[src/rtl/sa_pkg.sv]
// Shared types and helpers for the output-stationary systolic array front end.
package sa_pkg;

    typedef enum logic [2:0] {
        IDLE,
        CLEAR,
        STREAM,
        FLUSH,
        DONE
    } feeder_state_t;

    // Cycles of zero-feed needed so the far-corner PE has absorbed the last real beat.
    function automatic int unsigned flush_len(input int unsigned rows,
                                              input int unsigned cols,
                                              input int unsigned pe_lat);
        return (rows - 1) + (cols - 1) + pe_lat;
    endfunction

endpackage

[src/rtl/skew_line.sv]
// Enabled shift register of DEPTH stages; q is the value pushed DEPTH advances ago.
module skew_line #(
    parameter int WIDTH = 16,
    parameter int DEPTH = 1
) (
    input  logic             clk,
    input  logic             rst,
    input  logic             en,
    input  logic [WIDTH-1:0] d,
    output logic [WIDTH-1:0] q
);

    logic [DEPTH-1:0][WIDTH-1:0] sr;

    always_ff @(posedge clk) begin
        if (rst) begin
            sr <= '0;
        end else if (en) begin
            sr[0] <= d;
            for (int i = 1; i < DEPTH; i++) begin
                sr[i] <= sr[i-1];
            end
        end
    end

    assign q = sr[DEPTH-1];

endmodule

[src/rtl/os_skew_feeder.sv]
// Tile sequencer and diagonal skew for the left/top edges of the output-stationary array.
module os_skew_feeder
    import sa_pkg::*;
#(
    parameter int WIDTH_A = 16,
    parameter int WIDTH_B = 16,
    parameter int ROWS    = 4,
    parameter int COLS    = 4,
    parameter int PE_LAT  = 8,
    parameter int CNT_W   = 16
) (
    input  logic                     clk,
    input  logic                     rst,
    input  logic                     start,
    input  logic [CNT_W-1:0]         k_len,
    output logic                     busy,
    output logic                     done,
    input  logic                     in_valid,
    output logic                     in_ready,
    input  logic [ROWS*WIDTH_A-1:0]  act_in,
    input  logic [COLS*WIDTH_B-1:0]  wei_in,
    output logic [ROWS*WIDTH_A-1:0]  act_out,
    output logic [COLS*WIDTH_B-1:0]  wei_out,
    output logic                     pipeline_en,
    output logic                     reg_clear
);

    localparam int unsigned FLUSH_LEN = flush_len(ROWS, COLS, PE_LAT);
    localparam logic [CNT_W-1:0] FLUSH_LAST = CNT_W'(FLUSH_LEN - 1);

    if (longint'(FLUSH_LEN) >= (longint'(1) << CNT_W)) begin : g_flush_len_chk
        $error("os_skew_feeder: FLUSH_LEN does not fit in CNT_W bits");
    end

    feeder_state_t    state;
    logic [CNT_W-1:0] k_len_q;
    logic [CNT_W-1:0] beat_cnt;
    logic [CNT_W-1:0] flush_cnt;
    logic             streaming;
    logic             flushing;

    assign streaming   = (state == STREAM);
    assign flushing    = (state == FLUSH);
    // Stalls in STREAM must freeze the whole array, so the enable follows in_valid directly.
    assign pipeline_en = (streaming && in_valid) || flushing;

    always_ff @(posedge clk) begin
        if (rst) begin
            state     <= IDLE;
            k_len_q   <= '0;
            beat_cnt  <= '0;
            flush_cnt <= '0;
            busy      <= 1'b0;
            done      <= 1'b0;
            in_ready  <= 1'b0;
            reg_clear <= 1'b0;
        end else begin
            case (state)
                IDLE: begin
                    if (start) begin
                        k_len_q   <= k_len;
                        state     <= CLEAR;
                        busy      <= 1'b1;
                        reg_clear <= 1'b1;
                    end
                end
                CLEAR: begin
                    reg_clear <= 1'b0;
                    beat_cnt  <= '0;
                    flush_cnt <= '0;
                    if (k_len_q != '0) begin
                        state    <= STREAM;
                        in_ready <= 1'b1;
                    end else begin
                        state <= DONE;
                        done  <= 1'b1;
                    end
                end
                STREAM: begin
                    if (in_valid) begin
                        beat_cnt <= beat_cnt + CNT_W'(1);
                        if (beat_cnt == k_len_q - CNT_W'(1)) begin
                            state    <= FLUSH;
                            in_ready <= 1'b0;
                        end
                    end
                end
                FLUSH: begin
                    flush_cnt <= flush_cnt + CNT_W'(1);
                    if (flush_cnt == FLUSH_LAST) begin
                        state <= DONE;
                        done  <= 1'b1;
                    end
                end
                DONE: begin
                    done  <= 1'b0;
                    busy  <= 1'b0;
                    state <= IDLE;
                end
                default: begin
                    state     <= IDLE;
                    busy      <= 1'b0;
                    done      <= 1'b0;
                    in_ready  <= 1'b0;
                    reg_clear <= 1'b0;
                end
            endcase
        end
    end

    // Lane i is delayed i+1 advances; zeros are fed outside STREAM so FLUSH drains the lines.
    for (genvar r = 0; r < ROWS; r++) begin : g_act
        logic [WIDTH_A-1:0] d;
        assign d = streaming ? act_in[r*WIDTH_A +: WIDTH_A] : '0;
        skew_line #(.WIDTH(WIDTH_A), .DEPTH(r + 1)) u_line (
            .clk (clk),
            .rst (rst),
            .en  (pipeline_en),
            .d   (d),
            .q   (act_out[r*WIDTH_A +: WIDTH_A])
        );
    end

    for (genvar c = 0; c < COLS; c++) begin : g_wei
        logic [WIDTH_B-1:0] d;
        assign d = streaming ? wei_in[c*WIDTH_B +: WIDTH_B] : '0;
        skew_line #(.WIDTH(WIDTH_B), .DEPTH(c + 1)) u_line (
            .clk (clk),
            .rst (rst),
            .en  (pipeline_en),
            .d   (d),
            .q   (wei_out[c*WIDTH_B +: WIDTH_B])
        );
    end

endmodule

[config.mk]
export PLATFORM = sky130hd
export DESIGN_NAME = os_skew_feeder
export DESIGN_NICKNAME = d
export VERILOG_FILES = /design/src/rtl/sa_pkg.sv /design/src/rtl/skew_line.sv /design/src/rtl/os_skew_feeder.sv
export SDC_FILE = /design/constraint.sdc
export NUM_CORES = 1
export LEC_CHECK = 0
export BUFFER_PORTS_ARGS = -buffer_cell sky130_fd_sc_hd__buf_2
export CAP_MARGIN = 40
export CELL_PAD_IN_SITES_DETAIL_PLACEMENT = 1
export CELL_PAD_IN_SITES_GLOBAL_PLACEMENT = 1
export CORE_UTILIZATION = 43
export CTS_CLUSTER_DIAMETER = 120
export DETAILED_ROUTE_END_ITERATION = 10
export PLACE_DENSITY = 0.79
export SYNTH_ARGS = -nofsm -noshare
export SYNTH_HDL_FRONTEND = slang
export SYNTH_HIERARCHICAL = 1
export SYNTH_SLANG_ARGS = --single-unit
[constraint.sdc]
create_clock -name clk -period 2.3 [get_ports clk]
set_input_delay 0.23 -clock clk [delete_from_list [all_inputs] [get_ports clk]]
set_output_delay 0.23 -clock clk [all_outputs]
set_load 0.02 [all_outputs]
==> flow_summary.toml <==
[clock_tree]
tritoncts = "built"
cts_inserted_buffers = 41
clock_tree.root_cell = "clkbuf_16"
clkSinkCount = 375
worstSkewPairLatency_ns = 0.55
cts_htree_levels = 2
clock_tree.buffer_depth = 3
clk_pin_slew_worst_paths_ns = 0.06

[timing]
slew-limit-headroom = 0.4982
hold_violations = 0
final_min_period_over_clock_period = 0.9393
slew_viol_final = 0
worst-slew-pin-transition_ns = 0.7526
finalWorstSetupSlack_ns = 0.1396
grt_setup_unrepaired = "false"
finClkSkew_ns = 0.01620
hold_slack_ns = 0.02667
finalWorstPathRequiredPeriod_ns = 2.160
achievable-frequency_mhz = 462.9
setup-violations-final = 0

[worst_setup_path]
critPathMaxFanout = 8
cp_data_required_time_ns = 2.72
cp-start-kind = "flop"
reg2reg_from = "k_len_q[1]$_SDFFE_PP0P_"
timing.critical_path.slowest_cell_delay_ns = 0.35
max_stage_delay_cell_worst_path = "dfxtp_1"
r2r_slack_ns = 0.14
worstSetupEndpointType = "flop"
critical_path.reg2reg.endpoint = "in_ready$_SDFFE_PP0P_"
criticalPathCategory = "reg2reg"
rr_worst_depth = 9
cp.arrival_ns = 2.58
crit_path_cell_trace = "inv_1, ha_2, nor4b_4, buf_4, a21oi_1, and4bb_2, o21ai_2, nor4_4, o22ai_1"

[layout]
stdcell_area_sq_um = 18770
antennaDiodeCount = 0
mostFrequentLayoutCell = "dfxtp_1"
finalNonFillerCells = 2336
nFillCells = 4184
multiInputGateArea_sq_um = 7004
finish.utilization = 0.5114
layout-drive-gt1-share = 0.2115
final-seq-area_sq_um = 7508
final_cell_mix = "374 x dfxtp_1, 361 x nor2_1, 321 x mux2i_1"
syn_to_final_growth_pct = 16.57
nets = 1990

[placement]
place_worst_setup_slack_ns = -0.02269
gpl_congestion = 0.8252
numPlacedInstances = 2213
io_buffer_count = 280
hpwlAfterDp_um = 24820
placed_area_sq_um = 16920

[synthesis]
ys_seq_area_frac = 0.4663
post_synth.cell_area_avg_sq_um = 9.829
synth-simple-area-share = 0.1801
post_synth_inst_count = 1638
synth.cell_area_sq_um = 16100
synth_enable_flop_cells = 0
synth_compound_area_frac = 0.02883
netlist-cell-type-count = 65
synth_top_family_by_area = "multiplexers"
mappedNetlistNets = 1790
synthesis.yosys.warnings = 6
ys_ff_latch = 375
ys.flop_type = "dfxtp_1"
synth_xor_xnor_area_share = 0.02176
synth.area.mux_share = 0.1996
yosys.area_share.adder = 0.003108
fraction_of_synthesis_flops_using_an_asynchronous_set_or_reset_pin = 0

[grt]
grtUsageTotal = 0.1956
grt_start_max_net_pins = 74
grt_first_pass_wirelength_um = 61200
overflow = 0
first_global_vias = 12240
grt_antenna_before_repair = 0

[hold_path]
hold_start = "wei_in[29]"
whs_endpoint = "g_wei[1].u_line/sr[13]$_SDFFE_PP0P_"
hold_path_class = "in2reg"
hold_path_depth = 4

[power]
leakage_power_nw = 7.498
power.density_cell_area_nw_per_um2 = 784.5
combinational_power_share = 0.109
vdd_ir_drop_max_mv = 0.4318
switching_part_of_the_total_power = 0.2436
sequentialPowerShare = 0.451
internal_power_mw = 11.14
clkPwrFrac = 0.440
p_sw_mw = 3.587

[drt]
drtPass1Iterations = 4
antenna_left = 0
routed-via-count = 11530
first_iter_violations = 404
routed_wire_length_per_instance_um = 16.19
drt-vias-per-instance = 4.935
drc = 0
detail_route.wirelength_um = 37810

[floorplanning]
die_h_um = 195.5
die_width_um = 195.5
rows = 70
core_area_sq_um = 36700
io_pins = 281
fp.dieArea_sq_um = 38220
floorplan.initialDensity = 0.4387

[flow_run]
cap_violations = 0

[status]
status = "finished clean"
repair_timing:
item	4_1_cts	5_1_grt
endpoints found under the hold margin	47	0
gates cloned	0	1
hold buffers	47	0
setup buffers	2	1
gates resized for setup	0	3
endpoints found under the setup margin	3	4
pin swaps	0	1
logic make-up (layout without fill, tap and decap cells):
family	count (synthesis)	after routing
simple gates	616	616
flops	375	375
mux	321	321
buf+inv	212	442
compound gates	70	70
xor+xnor	40	40
fa+ha+maj	4	4
worst max-delay path by stage:
stage                                       start                                  end  slack [ns]  cells after the start
after CTS                   state[2]$_SDFFE_PP0P_                          pipeline_en        0.02                      5
after global placement    k_len_q[1]$_SDFFE_PP0P_                in_ready$_SDFFE_PP0P_        0.09                      8
after global routing      k_len_q[1]$_SDFFE_PP0P_                in_ready$_SDFFE_PP0P_       0.007                      9
after floorplan             state[2]$_SDFFE_PP0P_  g_act[2].u_line/sr[25]$_SDFFE_PP0P_        0.12                      9
after detailed placement  k_len_q[1]$_SDFFE_PP0P_                in_ready$_SDFFE_PP0P_       -0.02                      8
final                     k_len_q[1]$_SDFFE_PP0P_                in_ready$_SDFFE_PP0P_        0.14                      9
flip-flops by register name, indices dropped and copies added, names as in the netlist:
register         flops
g_act.u_line/sr     96
g_wei.u_line/sr     96
g_act.u_line/q      64
g_wei.u_line/q      64
beat_cnt            16
flush_cnt           16
k_len_q             16
state                3
busy                 1
done                 1
in_ready             1
reg_clear            1
cells in the mapped netlist, drive strengths merged, types with 3 or more instances:
library cell | count | share of area
a21oi | 35 | 0.011
and2 | 132 | 0.051
and4 | 3 | 0.0019
buf | 160 | 0.088
clkbuf | 40 | 0.0096
dfxtp | 375 | 0.47
ha | 4 | 0.0031
inv | 12 | 0.0028
mux2i | 321 | 0.20
nand2 | 50 | 0.012
nand2b | 4 | 0.0020
nand3 | 12 | 0.0037
nand4 | 12 | 0.0051
nor2 | 363 | 0.085
nor3 | 9 | 0.0035
nor4 | 8 | 0.0044
o21ai | 10 | 0.0033
or3 | 9 | 0.0035
xnor2 | 14 | 0.0076
xor2 | 26 | 0.014
stage by stage:
stage | setup TNS [ns] | total power [mW]
after global routing | 0 | 15.30
after global placement | 0 | 8.253
after detailed placement | -0.02269 | 8.285
final | 0 | 14.72
after CTS | 0 | 14.89
after floorplan | 0 | 7.986
routing by layer:
metal / GRT usage / up-vias / wire length (um)
met5: 0 / - / 0
met3: 0.04249 / 71 / 1779
met4: 0.07991 / 0 / 1081
li1: - / 5701 / -
met2: 0.3468 / 224 / 18440
met1: 0.2275 / 5531 / 16510
power by group through the flow:
stage / registers, mW / clock network, mW / logic (mW)
floorplan: 6.77 / 0 / 1.22
global placement: 6.78 / 0 / 1.47
detailed placement: 6.79 / 0 / 1.50
CTS: 6.64 / 6.66 / 1.59
global route: 6.65 / 6.92 / 1.73
finish: 6.65 / 6.47 / 1.60
area by class of cell:
class | count | area share
inverter | 12 | 0.002400
timing repair buffer | 357 | 0.1225
multi-input combinational | 1051 | 0.3732
clock buffer | 61 | 0.06400
tap | 468 | 0.03120
clock inverter | 12 | 0.006600
sequential | 375 | 0.4001
critical path: cells and delay by family, from the launching register on:
kind            cells  cell delay, ns
simple gates        3            0.85
flops               1            0.35
compound gates      3            0.27
buf+inv             2            0.27
fa+ha+maj           1            0.29
Power figures use the tool's default switching activity.
